### config.mk
export PLATFORM = sky130hd
export DESIGN_NAME = spi_master_cfg
export DESIGN_NICKNAME = d
export VERILOG_FILES = /design/src/rtl/spi_master_cfg.sv
export SDC_FILE = /design/constraint.sdc
export NUM_CORES = 1
export LEC_CHECK = 0
export ABC_AREA = 1
export CORE_MARGIN = 2
export CORE_UTILIZATION = 52
export DETAILED_ROUTE_END_ITERATION = 16
export GPL_TIMING_DRIVEN = 0
export PLACE_DENSITY = 0.76
export SETUP_SLACK_MARGIN = 0.4
export SLEW_MARGIN = 20
export SYNTH_ARGS = -nofsm -noshare
export SYNTH_HDL_FRONTEND = slang
export SYNTH_SLANG_ARGS = --single-unit
### constraint.sdc
create_clock -name clk -period 2.6 [get_ports clk]
set_clock_uncertainty 0.15 [all_clocks]
set_input_delay 0.39 -clock clk [delete_from_list [all_inputs] [get_ports clk]]
set_output_delay 0.39 -clock clk [all_outputs]
set_load 0.05 [all_outputs]
### src/rtl/spi_master_cfg.sv
// spi_master_cfg
// -----------------------------------------------------------------------------
// Single-clock SPI master with programmable sclk divider, all four CPOL/CPHA
// modes, 1..DATA_W bit LSB-first transfers and N_SS one-hot active-low slave
// selects. Controlled through a small register file on the sel/we/address bus.
//
// Bus handshake: a write happens on any posedge clk where sel & we are both 1.
// There is no wait state and no back-pressure. Reads need no strobe:
// data_out follows address combinationally.
//
// Register map:
//   0 START  (W)  start a transfer if idle; reads 0
//   1 READY  (R)  {0.., ready}
//   2 TX     (RW) transmit word
//   3 RX     (R)  last received word, right-aligned
//   4 CONFIG (RW) [7:0] div, [8] cpha, [9] cpol, [15:10] len, [19:16] ss_sel
//
// Ports:
//   clk, ctr_nrst      clock, asynchronous active-low reset
//   sclk, ss, mosi     SPI outputs (ss active-low)
//   miso               SPI input, already synchronous to clk
//   data_in, data_out  bus write / read data
//   address, we, sel   bus control
//   interrupt          one-cycle pulse when a transfer completes
// -----------------------------------------------------------------------------
module spi_master_cfg #(
    parameter int DATA_W = 32,
    parameter int ADDR_W = 3,
    parameter int N_SS   = 4
) (
    input  logic              clk,
    input  logic              ctr_nrst,
    output logic              sclk,
    output logic [N_SS-1:0]   ss,
    output logic              mosi,
    input  logic              miso,
    input  logic [DATA_W-1:0] data_in,
    output logic [DATA_W-1:0] data_out,
    input  logic [ADDR_W-1:0] address,
    input  logic              we,
    input  logic              sel,
    output logic              interrupt
);

    // Edge counter must hold 2*DATA_W.
    localparam int EW = $clog2(2 * DATA_W) + 1;

    localparam logic [ADDR_W-1:0] A_START = ADDR_W'(0);
    localparam logic [ADDR_W-1:0] A_READY = ADDR_W'(1);
    localparam logic [ADDR_W-1:0] A_TX    = ADDR_W'(2);
    localparam logic [ADDR_W-1:0] A_RX    = ADDR_W'(3);
    localparam logic [ADDR_W-1:0] A_CFG   = ADDR_W'(4);

    typedef enum logic [1:0] {S_IDLE, S_SETUP, S_SHIFT, S_HOLD} state_t;

    state_t            state;
    logic              ready;
    logic [DATA_W-1:0] tx_reg, rx_reg;
    logic [7:0]        cfg_div;
    logic              cfg_cpha, cfg_cpol;
    logic [5:0]        cfg_len;
    logic [3:0]        cfg_ss_sel;

    // Shadow copies taken at START so bus writes during a transfer do not disturb it.
    logic [7:0]        sh_div;
    logic              sh_cpha;
    logic [EW-1:0]     sh_edges;
    logic [DATA_W-1:0] sh_tx, sh_rx;
    logic [7:0]        cnt;
    logic [EW-1:0]     edge_cnt;

    logic              wr_en, start_req, tick, leading, sample_edge;
    logic [EW-1:0]     len_ext, n_bits, edge_num, half, s_idx;
    logic [N_SS-1:0]   ss_pattern;

    always_comb begin
        wr_en     = sel & we;
        start_req = wr_en && (address == A_START) && (state == S_IDLE);
        tick      = (cnt == 8'd0);
        // Number of bits: min(len, DATA_W-1) + 1.
        len_ext   = EW'(cfg_len);
        n_bits    = ((len_ext > EW'(DATA_W - 1)) ? EW'(DATA_W - 1) : len_ext) + EW'(1);
        // edge_num is the 1-based number of the sclk edge about to be issued.
        // Odd edges lead (sclk leaves cpol); even edges trail.
        edge_num    = edge_cnt + EW'(1);
        leading     = edge_num[0];
        half        = edge_num >> 1;
        sample_edge = leading ^ sh_cpha;
        // Leading edge 2k+1 samples bit k; trailing edge 2k+2 samples bit k.
        s_idx       = leading ? half : half - EW'(1);
        ss_pattern  = '1;
        for (int i = 0; i < N_SS; i++) begin
            if (cfg_ss_sel == 4'(i)) ss_pattern[i] = 1'b0;
        end
    end

    always_comb begin
        data_out = '0;
        case (address)
            A_READY: data_out = DATA_W'(ready);
            A_TX:    data_out = tx_reg;
            A_RX:    data_out = rx_reg;
            A_CFG:   data_out = DATA_W'({cfg_ss_sel, cfg_len, cfg_cpol, cfg_cpha, cfg_div});
            default: data_out = '0;
        endcase
    end

    always_ff @(posedge clk or negedge ctr_nrst) begin
        if (!ctr_nrst) begin
            state      <= S_IDLE;
            sclk       <= 1'b0;
            ss         <= '1;
            mosi       <= 1'b0;
            interrupt  <= 1'b0;
            ready      <= 1'b1;
            tx_reg     <= '0;
            rx_reg     <= '0;
            cfg_div    <= 8'd3;
            cfg_cpha   <= 1'b0;
            cfg_cpol   <= 1'b0;
            cfg_len    <= 6'(DATA_W - 1);
            cfg_ss_sel <= 4'd0;
            sh_div     <= 8'd0;
            sh_cpha    <= 1'b0;
            sh_edges   <= '0;
            sh_tx      <= '0;
            sh_rx      <= '0;
            cnt        <= 8'd0;
            edge_cnt   <= '0;
        end else begin
            interrupt <= 1'b0;

            if (wr_en) begin
                if (address == A_TX) tx_reg <= data_in;
                if (address == A_CFG) begin
                    cfg_div    <= data_in[7:0];
                    cfg_cpha   <= data_in[8];
                    cfg_cpol   <= data_in[9];
                    cfg_len    <= data_in[15:10];
                    cfg_ss_sel <= data_in[19:16];
                end
            end

            case (state)
                S_IDLE: begin
                    sclk <= cfg_cpol;
                    ss   <= '1;
                    if (start_req) begin
                        sh_div   <= cfg_div;
                        sh_cpha  <= cfg_cpha;
                        sh_tx    <= tx_reg;
                        sh_rx    <= '0;
                        sh_edges <= n_bits << 1;
                        edge_cnt <= '0;
                        cnt      <= cfg_div;
                        ss       <= ss_pattern;
                        mosi     <= tx_reg[0];
                        ready    <= 1'b0;
                        state    <= S_SETUP;
                    end
                end
                S_SETUP, S_SHIFT: begin
                    if (tick) begin
                        cnt      <= sh_div;
                        sclk     <= ~sclk;
                        edge_cnt <= edge_num;
                        if (sample_edge) begin
                            sh_rx <= sh_rx | ({{(DATA_W-1){1'b0}}, miso} << s_idx);
                        end else if (leading || (edge_num != sh_edges)) begin
                            // Advance to bit 'half'; the final trailing edge has no next bit.
                            mosi <= |(sh_tx & ({{(DATA_W-1){1'b0}}, 1'b1} << half));
                        end
                        state <= (edge_num == sh_edges) ? S_HOLD : S_SHIFT;
                    end else begin
                        cnt <= cnt - 8'd1;
                    end
                end
                S_HOLD: begin
                    if (tick) begin
                        ss        <= '1;
                        rx_reg    <= sh_rx;
                        ready     <= 1'b1;
                        interrupt <= 1'b1;
                        state     <= S_IDLE;
                    end else begin
                        cnt <= cnt - 8'd1;
                    end
                end
                default: state <= S_IDLE;
            endcase
        end
    end

endmodule

==> flow_summary.json <==
{
  "cts_sinks": 188,
  "firstDrtPassIters": 5,
  "die_x_um": 134,
  "hpwlAfterDp_um": 18800,
  "wl_met2_um": 12900,
  "path_delay_family": "simple AND/OR/NAND/NOR gates",
  "crit_buf_inv": 3,
  "final_nets": 1243,
  "area_delta_synth_final_pct": 29.0,
  "fmax_mhz": 406,
  "wirelength_um": 26800,
  "vias": 8190,
  "avgViaCountPerCell": 5.74,
  "finalSetupViolations": 0,
  "slew_headroom_pct": 53.9,
  "drc": 0,
  "cts_root_buf": "clkbuf_16",
  "layout-drive-gt1-share_pct": 21.7,
  "required_ns": 2.83,
  "drt_iter0_markers": 842,
  "grt_antenna_before_repair": 0,
  "tritoncts": "yes",
  "track_usage_pct": 30.7,
  "end_kind": "flip-flop",
  "grt_pass1_vias": 8085,
  "grt_setup_unrepaired": "yes",
  "met3_length_um": 2180,
  "ys_warn_count": 0,
  "final.min_clock_period_ns": 2.46,
  "gr-total-overflow": 0,
  "cts_buffers": 17,
  "synth-main-ff-cell": "dfrtp_1",
  "rows": 47,
  "maxCapViolCount": 0,
  "hold_path.class": "primary input to async pin",
  "gp_congestion": 0.956,
  "p_leak_nw": 5.34,
  "synthCells": 1060,
  "chipHeight_um": 134,
  "synth_edf_count": 0,
  "grt_max_degree": 87,
  "antenna_cells": 0,
  "final_hold_viol_count": 0,
  "routed.top_layer": "met4",
  "core_mm2": 0.0166,
  "grt_pass1_wl_um": 42300,
  "worstSetupPathType": "flip-flop to flip-flop",
  "wire_per_inst_um": 18.8,
  "slew_viol_final": 0,
  "clock_latency_ns": 0.45,
  "synthArstFlopShare_pct": 100,
  "htreeDepth": 4,
  "fin_setup_tns_ns": 0,
  "ant_nets": 0,
  "critPathLaunchType": "flip-flop",
  "finalCritPeriodShare_pct": 94.8,
  "avgSynthCellArea_um2": 8.31,
  "arrival_ns": 2.70,
  "synth.yosys.seq_area_share_pct": 53.5,
  "crit_top_cell": "nor2_4",
  "start_util_pct": 53.1,
  "ys_ff_latch": 188,
  "fin_ws_ns": 0.136,
  "cts_buffer_depth": 2,
  "syn_nets": 1110,
  "worstPathMaxFanout": 5,
  "place_ws_ns": -1.06,
  "powerDensity_mw_per_mm2": 575,
  "syn_area_mm2": 0.00881,
  "yosysUniqueCellTypes": 38,
  "slowest_delay_ns": 0.44,
  "worst_pin_slew_ns": 0.691,
  "worstPathCellList": "ha_4 -> nand2_4 -> inv_4 -> nor2_4 -> inv_4 -> ha_4 -> nand3_4 -> nor2_4 -> nand3_4 -> nand4_1 -> buf_4 -> nor2_4 -> nand3_2 -> a21oi_2",
  "io_pins": 79,
  "port_buffers": 78,
  "status": "finished, final reports clean",
  "cpMaxStageDelayCell": "dfrtp_2",
  "wl_met1_um": 10900,
  "cts.clk_slew.worst_paths_ns": 0.08,
  "die-area_mm2": 0.0180,
  "peakVddDrop_mv": 0.551
}
==> worst paths after layout <==
kind / slack, ns / endpoint / startpoint / cells past startpoint
worst min-delay path: 0.24 / cnt[2]$_DFFE_PN0P_ / ctr_nrst / 2
min in group clk: 0.33 / sh_tx[13]$_DFFE_PN0P_ / sh_tx[13]$_DFFE_PN0P_ / 2
worst max register to register: 0.14 / sh_rx[8]$_DFFE_PN0P_ / edge_cnt[0]$_DFFE_PN0P_ / 14
worst min register to register: 0.33 / sh_tx[13]$_DFFE_PN0P_ / sh_tx[13]$_DFFE_PN0P_ / 2
max in group asynchronous: 1.00 / ready$_DFFE_PN1P_ / ctr_nrst / 4
worst max-delay path: 0.14 / sh_rx[8]$_DFFE_PN0P_ / edge_cnt[0]$_DFFE_PN0P_ / 14
==> where the power goes <==
part | internal [W] | leakage (nW) | total [W] | switching (W)
Sequential | 0.00311 | 2.45 | 0.00328 | 0.000165
Combinational | 0.000235 | 2.61 | 0.000706 | 0.000471
Clock | 0.00128 | 0.279 | 0.00255 | 0.00127
==> stage by stage <==
stage	instance area [µm²]	power [W]	hold WS (ns)	util, %	instances
floorplan	8880	0.00364	-0.0556	-	1060
global placement	9940	0.00399	0.311	59.9	1358
detailed placement	10000	0.00401	0.109	60.3	1360
CTS	11100	0.00653	0.245	67.1	1416
global route	11400	0.00677	0.247	68.6	1426
finish	11400	0.00653	0.236	68.6	1426
==> cell type report <==
type / count / area (µm²)
inverter: 137 / 542
buffer: 47 / 322
timing repair buffer: 114 / 1030
multi-input combinational: 688 / 3900
clock inverter: 14 / 149
fill: 1290 / 5210
clock buffer: 18 / 429
sequential: 188 / 4720
tap: 220 / 275
==> placed cells by master (no fill, tap or decap), types with 4 or more instances in the layout <==
cell             netlist  layout
a21oi_1               52      33
ha_1                  10       4
nand3_2                2      18
xor2_1                 9       8
clkbuf_1              37      19
nor2_2                 3       5
nand2_4                0       4
buf_6                  2      15
buf_2                  7      18
nor2_4                 3      21
o21ai_1                1      18
inv_4                  0       6
nand4_1               21      21
o22ai_1                7       7
o21ai_0              150     125
nand2_2                3       6
clkdlybuf4s50_1        0      37
inv_2                  3       9
inv_6                  0       6
nand3_1               58      37
nand2_1              262     255
clkbuf_16              0      18
buf_4                  0      46
clkbuf_2               0       6
a21oi_2                0      19
a22oi_1               13      13
clkbuf_8               0       5
inv_1                133     119
dlygate4sd2_1          0       4
o211ai_1              11      11
dfrtp_1              176     174
nor2_1                57      37
xnor2_1                5       5
o221ai_1               4       4
o21ai_2                1       8
dfstp_2               12      12
nand3_4                1       6
==> cell usage after synthesis, types with 10 or more instances <==
library cell	n	area, µm²
clkbuf_1	37	139
nand4_1	21	131
nand2_1	262	983
dfrtp_1	176	4400
a22oi_1	13	97.6
o211ai_1	11	82.6
dfstp_2	12	315
ha_1	10	125
nand3_1	58	290
nor2_1	57	214
a21oi_1	52	260
inv_1	133	499
o21ai_0	150	751
==> worst reg2reg max path, stage by stage (launching register included) <==
cell and delay (ns):
dfrtp_2 0.44, ha_4 0.19, nand2_4 0.08, inv_4 0.04
nor2_4 0.17, inv_4 0.08, ha_4 0.17, nand3_4 0.07
nor2_4 0.06, nand3_4 0.12, nand4_1 0.13, buf_4 0.17
nor2_4 0.24, nand3_2 0.16, a21oi_2 0.14
==> metal layers <==
metal / up-vias / GRT usage (%)
li1: 3741 / -
met1: 3985 / 40.4
met2: 387 / 49.0
met3: 77 / 7.60
met4: 0 / 12.5
met5: - / 2.78
==> repair_timing <==
action                                 4_1_cts  5_1_grt
hold buffers                                 1        0
gates cloned                                 4        0
resized for setup                          338       75
endpoints found under the hold margin       36        0
setup endpoints to repair                  156      150
pin swaps                                   32       26
setup buffers                               19       10
==> cells by family after synthesis <==
group | Yosys count | share of synthesized area [%]
xor+xnor | 15 | 1.58
fa+ha+maj | 10 | 1.42
buf+inv | 184 | 8.16
compound gates | 249 | 15.5
flops | 188 | 53.5
simple gates | 414 | 19.8
No activity file was read; power rests on OpenSTA's default activity.
